File: src/rtl/bus_arb_pkg.sv
// Shared FSM state type and parameter defaults for the bus arbiter.
package bus_arb_pkg;

  localparam int unsigned DefNumMasters    = 4;
  localparam int unsigned DefMaxHoldCycles = 8;

  typedef enum logic [0:0] {
    StIdle,
    StGranted
  } arb_state_e;

endpackage

File: src/rtl/rr_picker.sv
// Combinational round-robin picker: first requester after 'last', wrapping at NUM_MASTERS-1.
module rr_picker
  import bus_arb_pkg::*;
#(
  parameter int unsigned NUM_MASTERS = DefNumMasters
) (
  input  logic [NUM_MASTERS-1:0]         req,
  input  logic [$clog2(NUM_MASTERS)-1:0] last,
  output logic [NUM_MASTERS-1:0]         pick,
  output logic [$clog2(NUM_MASTERS)-1:0] pick_id
);

  localparam int unsigned IdW = $clog2(NUM_MASTERS);

  logic           found;
  logic [IdW-1:0] cand;

  always_comb begin
    pick    = '0;
    pick_id = '0;
    found   = 1'b0;
    cand    = '0;
    // Offset 1..NUM_MASTERS so the last-granted master is considered last.
    for (int unsigned k = 1; k <= NUM_MASTERS; k++) begin
      cand = IdW'((32'(last) + k) % NUM_MASTERS);
      if (!found && req[cand]) begin
        found      = 1'b1;
        pick[cand] = 1'b1;
        pick_id    = cand;
      end
    end
  end

endmodule

File: src/rtl/bus_arbiter.sv
// Round-robin bus arbiter with mandatory idle turnaround between owners.
// Define ARB_TIMEOUT_EN to cap each tenure at MAX_HOLD_CYCLES cycles.
module bus_arbiter
  import bus_arb_pkg::*;
#(
  parameter int unsigned NUM_MASTERS     = DefNumMasters,
  parameter int unsigned MAX_HOLD_CYCLES = DefMaxHoldCycles
) (
  input  logic                           clk,
  input  logic                           reset,
  input  logic [NUM_MASTERS-1:0]         req,
  output logic [NUM_MASTERS-1:0]         grant,
  output logic [$clog2(NUM_MASTERS)-1:0] grant_id,
  output logic                           bus_busy,
  output logic                           timeout
);

  localparam int unsigned    IdW      = $clog2(NUM_MASTERS);
  localparam logic [IdW-1:0] LastInit = IdW'(NUM_MASTERS - 1);

  if (NUM_MASTERS < 2 || NUM_MASTERS > 8 || MAX_HOLD_CYCLES < 2 || MAX_HOLD_CYCLES > 255)
  begin : g_bad_params
    $error("bus_arbiter: parameter out of range");
  end

  arb_state_e             state_q, state_d;
  logic [NUM_MASTERS-1:0] grant_q, grant_d, pick;
  logic [IdW-1:0]         id_q, id_d, last_q, last_d, pick_id;
  logic                   owner_req, expire;

  rr_picker #(
    .NUM_MASTERS(NUM_MASTERS)
  ) u_picker (
    .req    (req),
    .last   (last_q),
    .pick   (pick),
    .pick_id(pick_id)
  );

  assign owner_req = req[id_q];

`ifdef ARB_TIMEOUT_EN
  logic [7:0] hold_q, hold_d;
  logic       timeout_q, timeout_d;

  // Expire on the edge that would make the count reach the limit: exactly
  // MAX_HOLD_CYCLES granted cycles are visible.
  assign expire = owner_req && (hold_q == 8'(MAX_HOLD_CYCLES - 1));

  always_comb begin
    hold_d    = hold_q;
    timeout_d = 1'b0;
    if (state_q == StIdle) begin
      hold_d = '0;
    end else begin
      if (hold_q != 8'(MAX_HOLD_CYCLES)) hold_d = hold_q + 8'd1;
      timeout_d = expire;
    end
  end

  always_ff @(posedge clk or negedge reset) begin
    if (!reset) begin
      hold_q    <= '0;
      timeout_q <= 1'b0;
    end else begin
      hold_q    <= hold_d;
      timeout_q <= timeout_d;
    end
  end

  assign timeout = timeout_q;
`else
  assign expire  = 1'b0;
  assign timeout = 1'b0;
`endif

  always_comb begin
    state_d = state_q;
    grant_d = grant_q;
    id_d    = id_q;
    last_d  = last_q;
    unique case (state_q)
      StIdle: begin
        if (|req) begin
          state_d = StGranted;
          grant_d = pick;
          id_d    = pick_id;
          last_d  = pick_id;
        end
      end
      StGranted: begin
        if (!owner_req || expire) begin
          state_d = StIdle;
          grant_d = '0;
          id_d    = '0;
        end
      end
      default: state_d = StIdle;
    endcase
  end

  always_ff @(posedge clk or negedge reset) begin
    if (!reset) begin
      state_q <= StIdle;
      grant_q <= '0;
      id_q    <= '0;
      last_q  <= LastInit;
    end else begin
      state_q <= state_d;
      grant_q <= grant_d;
      id_q    <= id_d;
      last_q  <= last_d;
    end
  end

  assign grant    = grant_q;
  assign grant_id = id_q;
  assign bus_busy = |grant_q;

endmodule

File: config.mk
export PLATFORM = sky130hd
export DESIGN_NAME = bus_arbiter
export DESIGN_NICKNAME = d
export VERILOG_FILES = /design/src/rtl/bus_arb_pkg.sv /design/src/rtl/rr_picker.sv /design/src/rtl/bus_arbiter.sv
export SDC_FILE = /design/constraint.sdc
export NUM_CORES = 1
export LEC_CHECK = 0
export ABC_CLOCK_PERIOD_IN_PS = 3650
export BUFFER_PORTS_ARGS = -buffer_cell sky130_fd_sc_hd__buf_2
export CAP_MARGIN = 20
export CORE_AREA = 2 2 46 48
export DETAILED_ROUTE_END_ITERATION = 8
export DIE_AREA = 0 0 48 50
export PLACE_DENSITY = 0.75
export SLEW_MARGIN = 30
export SYNTH_ARGS = -nofsm -noshare
export SYNTH_HDL_FRONTEND = slang
export SYNTH_SLANG_ARGS = --single-unit
File: constraint.sdc
create_clock -name clk -period 3.65 [get_ports clk]
set_clock_uncertainty 0.1 [all_clocks]
set_input_delay 0.73 -clock clk [delete_from_list [all_inputs] [get_ports clk]]
set_output_delay 0.73 -clock clk [all_outputs]
set_load 0.005 [all_outputs]
==> impl_metrics.json, run 1 <==
{
  "yosys_warnings": 0,
  "cp-end-kind": "flop",
  "arrival_ns": 2.89,
  "p_int_w": 0.000463,
  "multi_input_area_um2": 702,
  "root_buffer": "clkbuf_4",
  "synthAdderAreaFrac_pct": 9.94,
  "synth_edf_count": 0,
  "yosys_register_bits": 9,
  "fin_setup_tns_ns": 0,
  "p_leak_nw": 0.470,
  "antenna_found_initial": 0,
  "drive_above_1_share_pct": 22.4,
  "numCtsBuffers": 3,
  "grt_pass1_vias": 809,
  "routed_wl_mm": 2.16,
  "p_clk_share_pct": 8.5,
  "rr_startpoint": "last_q[0]",
  "clkSinkCount": 9,
  "synthFlopType": "dfrtp_1",
  "num_rows": 16,
  "start_util_pct": 53.0,
  "setup_viol": 0,
  "numPortBuffers": 12,
  "nets": 140,
  "synth-compound-area-share_pct": 29.7,
  "cts_hold_buf": 0,
  "syn_inst": 118,
  "cts_max_level": 1,
  "hpwl_mm": 1.63,
  "async_reset_ff_share_pct": 100,
  "maxCapViolations": 0,
  "ios": 14,
  "vias_per_cell": 6.03,
  "grt_max_degree": 20,
  "dr.pass1.iters": 5,
  "syn_nets": 132,
  "syn_avg_cell_area_um2": 8.54,
  "synth-simple-area-share_pct": 20.6,
  "mostFrequentLayoutCells": "nand2_1, buf_2, a21oi_1, ha_1",
  "die_w_um": 48,
  "cp-start-kind": "flop",
  "cts_setup_buffers": 0,
  "overflow": 0,
  "design.die.area_um2": 2400,
  "hold_viol": 0,
  "p_switching_w": 0.000422,
  "place_area_um2": 1040,
  "synth_top_family_by_area": "compound AO/OA/AOI/OAI gates",
  "irDropWorstVdd_mv": 0.466,
  "globalplace.congestion": 0.914,
  "grt_use_total_pct": 19.4,
  "fmax_mhz": 350,
  "cp.required_ns": 3.69,
  "status": "finished clean",
  "pwr-share-comb_pct": 64.0,
  "synth_xor_area_share_pct": 0,
  "powerDensity_nw_per_um2": 831,
  "postRouteAntennaNets": 0,
  "final_common_cell": "nand2_1",
  "ys_seq_area_share_pct": 22.6,
  "drv_slew": 0,
  "worstHoldPathType": "in -> async",
  "rsz0062_at_grt": "no",
  "cts_tree": "built",
  "switching_share_pct": 47.7,
  "worstSetupPathType": "reg -> reg",
  "drt_iter0_markers": 50,
  "seqPwrFrac_pct": 27.5,
  "drc": 0,
  "synth_area_um2": 1010,
  "synth_mux_area_share_pct": 9.07,
  "period_needed_ns": 2.86,
  "post-place-ws_ns": 0.833,
  "critPathMaxFanout": 19,
  "r2r_cells": 6,
  "clkTransAtPathRegs_ns": 0.06,
  "via_count": 916,
  "cts_resized": 0,
  "insertion_delay_ns": 0.26,
  "diodes": 0,
  "nFillCells": 176,
  "grt_pass1_wl_mm": 3.48,
  "coreArea_um2": 1900,
  "clock_path_buffers": 2,
  "wl_per_cell_um": 14.2,
  "finalCritPeriodShare_pct": 78.3,
  "reg2reg_slack_ns": 0.79,
  "syn_to_final_growth_pct": 5.71,
  "seq_area_um2": 228,
  "post-route-worst-setup-slack_ns": 0.794,
  "fin_area_um2": 1060,
  "yosysUniqueCellTypes": 42,
  "r2r-end": "grant[0]",
  "die_h_um": 50
}
-- critical path, cell delays in order (launching register included) --
cell     delay, ns
dfstp_2       0.77
inv_2         0.16
ha_1          0.51
mux4_2        0.64
a21oi_1       0.17
o22ai_1       0.11
a221o_1       0.27
-- state kept, by name (all words and copies together), names as in the netlist --
name / cells
grant: 4
grant_id: 2
last_q: 2
state_q: 1
-- metrics by stage --
| stage | hold slack, ns | cells | power [W] | util [%] |
|---|---|---|---|---|
| floorplan | 0.334 | 118 | 0.000709 | - |
| global placement | 0.415 | 148 | 0.000786 | 54.6 |
| detailed placement | 0.426 | 148 | 0.000806 | 54.6 |
| CTS | 0.205 | 152 | 0.000882 | 56.0 |
| global route | 0.208 | 152 | 0.000972 | 56.0 |
| finish | 0.202 | 152 | 0.000885 | 56.0 |
-- synth_stat cells, types with 2 or more instances --
master | instances | area share [%]
o21ai_1 | 2 | 0.99
a21o_1 | 2 | 1.5
o211ai_1 | 2 | 1.5
mux4_2 | 2 | 4.5
dfrtp_1 | 7 | 17
buf_6 | 2 | 2.2
a31oi_1 | 2 | 1.2
o21bai_1 | 2 | 1.5
nor2b_1 | 2 | 1.2
nand2_1 | 13 | 4.8
inv_1 | 3 | 1.1
o22ai_1 | 5 | 3.1
a21oi_1 | 9 | 4.5
dfstp_2 | 2 | 5.2
a2111oi_2 | 2 | 3.0
nor3_1 | 2 | 0.99
o21ai_0 | 3 | 1.5
buf_2 | 5 | 2.5
nand2b_1 | 7 | 4.3
a221o_1 | 5 | 5.0
a211oi_1 | 3 | 2.2
mux2i_1 | 2 | 2.0
buf_4 | 2 | 1.5
nor2_1 | 7 | 2.6
ha_1 | 8 | 9.9
-- power by group through the flow --
stage | sequential [W] | clock (W) | combinational, W
floorplan | 0.000205 | 0 | 0.000504
global placement | 0.000238 | 0 | 0.000549
detailed placement | 0.000243 | 0 | 0.000562
CTS | 0.000242 | 0.0000766 | 0.000563
global route | 0.000255 | 0.0000838 | 0.000633
finish | 0.000244 | 0.0000752 | 0.000566
-- worst max-delay path by stage --
stage,start,to,depth (start not counted)
finish,last_q[0],grant[0],6
global placement,last_q[0],grant[3],6
global route,last_q[0],grant[3],6
floorplan,last_q[1],grant[3],8
detailed placement,last_q[0],grant[0],6
CTS,last_q[0],grant[0],6
-- cell type report --
cell class,count,share of cell area [%]
Multi-Input combinational cell,96,65.9
Sequential cell,9,21.4
Tap cell,27,3.17
Timing Repair Buffer,12,5.64
Clock buffer,4,2.47
Inverter,4,1.41
-- metal layers --
| metal | track usage [%] | wire length, µm |
|---|---|---|
| met5 | 0 | 0 |
| met4 | 7.66 | 29 |
| met3 | 4.40 | 85 |
| met2 | 28.7 | 1030 |
| met1 | 26.5 | 1010 |
-- cell families after synthesis --
family / Yosys count
other cells: 1
flops: 9
fa+ha+maj: 8
buf+inv: 13
compound gates: 41
simple gates: 40
mux: 6
No activity file was read; power rests on OpenSTA's default activity.
==> run 2: changes to the inputs <==
--- a/config.mk
+++ b/config.mk
@@ -5,13 +5,14 @@
 export SDC_FILE = /design/constraint.sdc
 export NUM_CORES = 1
 export LEC_CHECK = 0
-export ABC_CLOCK_PERIOD_IN_PS = 3650
+export ABC_AREA = 1
+export ABC_CLOCK_PERIOD_IN_PS = 2300
 export BUFFER_PORTS_ARGS = -buffer_cell sky130_fd_sc_hd__buf_2
 export CAP_MARGIN = 20
 export CORE_AREA = 2 2 46 48
 export DETAILED_ROUTE_END_ITERATION = 8
 export DIE_AREA = 0 0 48 50
-export PLACE_DENSITY = 0.75
+export PLACE_DENSITY = 0.7
 export SLEW_MARGIN = 30
 export SYNTH_ARGS = -nofsm -noshare
 export SYNTH_HDL_FRONTEND = slang
==> constraint.sdc (replaced) <==
create_clock -name clk -period 2.3 [get_ports clk]
set_clock_uncertainty 0.1 [all_clocks]
set_input_delay 0.46 -clock clk [delete_from_list [all_inputs] [get_ports clk]]
set_output_delay 0.46 -clock clk [all_outputs]
set_load 0.005 [all_outputs]
==> run 2 against run 1 <==
Effect of this change:
- register-to-register slack got worse by 0.64 ns
- synthesized area fell by 12%
- wire length decreased by 4.8%
- power grew 92%
- clock-buffer cell count is the same
- cell count grew 13%
- via count fell by 1.5%
- core utilization decreased by 1.5 points
==> impl_metrics.json, run 2 <==
{
  "status": "finished clean",
  "ys_seq_area_share_pct": 25.8,
  "use_met2_pct": 27.3,
  "arrival_ns": 2.23,
  "hp-start": "grant[0]",
  "met1_usage_pct": 28.0,
  "cp-end-kind": "flop",
  "final_common_cell": "nand2_1",
  "antenna_found_initial": 0,
  "synth_most_common_cell": "nand2_1",
  "syn_nets": 140,
  "syn_inst": 126,
  "cp-start-kind": "flop",
  "setup_viol": 0,
  "period_needed_ns": 2.14,
  "nFillCells": 195,
  "dr.pass1.iters": 4,
  "die_w_um": 48,
  "cts_max_level": 1,
  "netlist_top_cells_area": "dfrtp_1, nand2_1, ha_1",
  "overflow": 0,
  "finalCritPeriodShare_pct": 93.1,
  "drv_slew": 0,
  "die_h_um": 50,
  "nets": 160,
  "powerDensity_nw_per_um2": 1640,
  "r2r_cells": 10,
  "drive_above_1_share_pct": 24.8,
  "worstHoldPathType": "reg -> reg",
  "r2r-end": "grant[2]",
  "synth_edf_count": 0,
  "grt_use_total_pct": 19.4,
  "fin_cells": 172,
  "insertion_delay_ns": 0.25,
  "postRouteAntennaNets": 0,
  "drt_iter0_markers": 22,
  "start_util_pct": 46.4,
  "critPathMaxFanout": 11,
  "rsz0062_at_grt": "no",
  "holdWs_ns": 0.399,
  "placed_cells_incl_taps": 166,
  "synth.top_cell.area_share_pct": 19.9,
  "rr_startpoint": "last_q[0]",
  "maxCapViolations": 0,
  "synth_area_um2": 882,
  "ios": 14,
  "largest_reg_flops": 4,
  "grt_pass1_wl_mm": 3.40,
  "routed_wl_mm": 2.06,
  "fin_setup_tns_ns": 0,
  "globalplace.congestion": 0.859,
  "worstSetupPathType": "reg -> reg",
  "yosys_register_bits": 9,
  "reg2reg_slack_ns": 0.16,
  "design.die.area_um2": 2400,
  "clkSinkCount": 9,
  "fmax_mhz": 467,
  "numCtsBuffers": 3,
  "synthFlopType": "dfrtp_1",
  "yosysTopAreaCell": "dfrtp_1",
  "use_met3_pct": 2.20,
  "cp.required_ns": 2.39,
  "vias_per_cell": 5.24,
  "cts_tree": "built",
  "wl_per_cell_um": 12.0,
  "hpwl_mm": 1.58,
  "grt_max_degree": 13,
  "grt_pass1_vias": 819,
  "drc": 0,
  "yosysUniqueCellTypes": 23,
  "coreArea_um2": 1900,
  "hold_end": "grant[0]",
  "async_reset_ff_share_pct": 100,
  "top_usage_layer": "met1",
  "irDropWorstVdd_mv": 0.854,
  "diodes": 0,
  "root_buffer": "clkbuf_4",
  "mostFrequentLayoutCells": "nand2_1, nand3_1, buf_2, inv_1, ha_1",
  "fin_total_pwr_w": 0.00170,
  "whs_path_depth": 2,
  "clkTransAtPathRegs_ns": 0.05,
  "syn_to_final_growth_pct": 17.4,
  "numPortBuffers": 12,
  "num_rows": 16,
  "yosys_warnings": 0,
  "clock_path_buffers": 2,
  "via_count": 902,
  "hold_viol": 0,
  "synthTopCellsByCount": "nand2_1, nand3_1, inv_1",
  "p_leak_nw": 0.575,
  "syn_avg_cell_area_um2": 7.00
}
run 2: changes by cell type after synthesis, moves of 4 or more:
cell / delta
inv_1: +8
nand3_1: +13
a221o_1: -5
buf_2: -5
nand4_1: +6
a21boi_0: +5
nand2_1: +30
nand3_2: +4
o22ai_1: -5
nand2b_1: -7
nor2_1: -5
nand2_2: +6
run 2: worst max-delay path: stages, from the launching register on:
cell and delay [ns]:
dfstp_2 0.53, inv_2 0.10, ha_1 0.37, inv_1 0.10, nand3_2 0.14, nand2_2 0.09
nor2_1 0.30, a21oi_1 0.13, nand3_1 0.11, nand2_1 0.05, nand2_1 0.06
run 2: layout make-up:
type / count / area (µm²) / area share, %
clock buffers: 4 / 26.3 / 2.54
inverters: 13 / 50.0 / 4.83
multi-input cells: 102 / 586 / 56.5
flip-flops and latches: 9 / 228 / 22.0
well taps: 27 / 33.8 / 3.26
repair buffers: 17 / 113 / 10.9
run 2: worst max-delay path by stage:
stage	endpoint	start	slack, ns
finish	grant[2]	last_q[0]	0.16
global route	grant[2]	last_q[0]	0.005
CTS	grant_id[1]	last_q[0]	0.15
detailed placement	grant_id[1]	last_q[0]	0.16
global placement	grant_id[1]	last_q[0]	0.23
floorplan	grant[0]	last_q[0]	0.30
run 2: layer usage:
layer	up-vias	share of wire (%)
met5	-	0
met1	420	46
met4	0	2.0
li1	457	-
met3	6	1.9
met2	19	50
run 2: cell families after synthesis:
| kind of cell | count (synthesis) | synth area share (%) |
|---|---|---|
| flops | 9 | 25.8 |
| simple gates | 79 | 45.0 |
| compound gates | 14 | 9.65 |
| other cells | 1 | 0.425 |
| fa+ha+maj | 8 | 11.3 |
| buf+inv | 15 | 7.80 |
run 2: metrics by stage:
stage / utilization (%) / setup slack, ns / cell area (µm²)
CTS: 53.4 / 0.148 / 1020
global placement: 51.5 / 0.229 / 980
finish: 54.5 / 0.158 / 1040
detailed placement: 51.5 / 0.163 / 980
floorplan: - / 0.304 / 882
global route: 54.5 / 0.00539 / 1040
run 2: power breakdown:
part	leakage, nW	switching [W]	internal, W
clock network	0.0150	0.0000471	0.0000663
logic	0.450	0.000826	0.000471
registers	0.111	0.0000445	0.000242
total	0.575	0.000918	0.000780
run 2: timing repair:
item | 4_1_cts | 5_1_grt
hold endpoints to repair | 7 | 0
setup endpoints to repair | 0 | 2
setup buffers | 0 | 1
gates resized for setup | 0 | 0
hold buffers | 1 | 0
==> run 3: changes to the inputs <==
--- a/config.mk
+++ b/config.mk
@@ -12,7 +12,8 @@
 export CORE_AREA = 2 2 46 48
 export DETAILED_ROUTE_END_ITERATION = 8
 export DIE_AREA = 0 0 48 50
-export PLACE_DENSITY = 0.7
+export PLACE_DENSITY = 0.72
+export REMOVE_ABC_BUFFERS = 1
 export SLEW_MARGIN = 30
 export SYNTH_ARGS = -nofsm -noshare
 export SYNTH_HDL_FRONTEND = slang
==> run 3 against run 2 <==
Effect of this change:
- combinational power about the same
- sequential share of layout area down 0.21 points
- cell count up 1.7%
- core utilization up 0.53 points
- clock-buffer cell count unchanged
- critical path type unchanged
- highest routed layer unchanged
==> impl_metrics.json, run 3 (synthesis results as in run 2) <==
{
  "cts_max_level": 1,
  "coreArea_um2": 1900,
  "drive_above_1_share_pct": 26.4,
  "rr_startpoint": "last_q[1]",
  "largest_reg_flops": 4,
  "numCtsBuffers": 3,
  "crit_start": "last_q[1]",
  "reg2reg_slack_ns": 0.17,
  "cp.required_ns": 2.40,
  "post-place-ws_ns": 0.118,
  "mostFrequentLayoutCells": "nand2_1, nand3_1, buf_2, inv_1, ha_1",
  "die_w_um": 48,
  "fmax_mhz": 471,
  "period_needed_ns": 2.13,
  "nets": 163,
  "grt_use_total_pct": 21.1,
  "cp_cell_sequence": "inv_1 > ha_1 > inv_1 > nand3_2 > nand2_2 > nor2_1 > a21oi_1 > nand3_1 > nand2_1 > nand2_1",
  "clkTransAtPathRegs_ns": 0.06,
  "slowest_delay_ns": 0.52,
  "grt_pass1_vias": 853,
  "start_util_pct": 46.4,
  "rsz0062_at_grt": "no",
  "globalplace.congestion": 0.807,
  "cp_num_buf_inv": 2,
  "r2r-end": "grant[0]",
  "holdWs_ns": 0.397,
  "crit_end": "grant[0]",
  "nFillCells": 188,
  "place_area_um2": 980,
  "final_core_util_pct": 55.0,
  "numPortBuffers": 12,
  "via_count": 916,
  "antenna_found_initial": 0,
  "worstHoldPathType": "reg -> reg",
  "hold_viol": 0,
  "root_buffer": "clkbuf_4",
  "maxCapViolations": 0,
  "hpwl_mm": 1.66,
  "vias_per_cell": 5.23,
  "setup_viol": 0,
  "fin_area_um2": 1050,
  "status": "finished clean",
  "crit_cells": 10,
  "final_common_cell": "nand2_1",
  "irDropWorstVdd_mv": 0.745,
  "clock_path_buffers": 2,
  "p_leak_nw": 0.587,
  "post-route-worst-setup-slack_ns": 0.175,
  "grt_pass1_wl_mm": 3.62,
  "die_h_um": 50,
  "drc": 0,
  "clkSinkCount": 9,
  "wl_per_cell_um": 12.1,
  "dr.pass1.iters": 4,
  "arrival_ns": 2.23,
  "powerDensity_nw_per_um2": 1650,
  "postRouteAntennaNets": 0,
  "cts_tree": "built",
  "insertion_delay_ns": 0.26,
  "critPathMaxFanout": 7,
  "routed_wl_mm": 2.12,
  "whs_path_depth": 2,
  "drv_slew": 0,
  "r2r_cells": 10,
  "slowest_stage": "dfstp_2",
  "grt_max_degree": 13,
  "num_rows": 16,
  "ios": 14,
  "overflow": 0,
  "cp-start-kind": "flop",
  "finalCritPeriodShare_pct": 92.4,
  "syn_to_final_growth_pct": 18.6,
  "worstSetupPathType": "reg -> reg",
  "drt_iter0_markers": 31,
  "fin_setup_tns_ns": 0,
  "path_delay_family": "simple AND/OR/NAND/NOR gates",
  "cp-end-kind": "flop",
  "diodes": 0,
  "cts_resized": 0,
  "design.die.area_um2": 2400
}
[run 3: cell types whose count changed in the layout (fill, tap and decap cells not counted), sizes merged]
cell,change
buf,+3
[run 3: what timing repair did]
item,CTS,global route
setup buffers,0,4
endpoints found under the hold margin,7,0
endpoints found under the setup margin,0,5
hold buffers,1,0
[run 3: area by class of cell]
cell class                      instances  area (µm²)  area share, %
Clock buffer                            4        26.3           2.51
Inverter                               13        50.0           4.78
Multi-Input combinational cell        102         586           56.0
Sequential cell                         9         228           21.8
Tap cell                               27        33.8           3.23
Timing Repair Buffer                   20         123           11.7
[run 3: power breakdown]
group          internal (W)  switching, W  total [W]
logic              0.000487      0.000830    0.00132
registers          0.000242     0.0000468   0.000289
clock network     0.0000669     0.0000553   0.000122
[run 3: worst min-delay path, cell delays in order (launching register included)]
cell     delay, ns
dfrtp_1       0.36
nand2_1       0.06
nand2_1       0.05
[run 3: stage by stage]
step / total power, W / cells
final: 0.00173 / 175
after global routing: 0.00192 / 175
after CTS: 0.00163 / 171
after detailed placement: 0.00150 / 166
after global placement: 0.00145 / 166
after floorplan: 0.00118 / 124
[run 3: layer usage]
metal	global-route usage (%)	share of wire, %	vias to the layer above
li1	-	-	458
met1	25.1	43	428
met2	34.7	51	25
met3	7.33	4.6	5
met4	5.86	0.99	0
met5	0	0	-
[run 3: how the worst min path moves through the flow]
| stage | startpoint | endpoint | slack [ns] |
|---|---|---|---|
| after floorplan | reset | grant[0] | 0.06 |
| after global placement | reset | grant[2] | 0.21 |
| after detailed placement | reset | grant[2] | 0.22 |
| after CTS | grant[0] | grant[0] | 0.40 |
| after global routing | grant[0] | grant[0] | 0.43 |
| final | grant[0] | grant[0] | 0.40 |
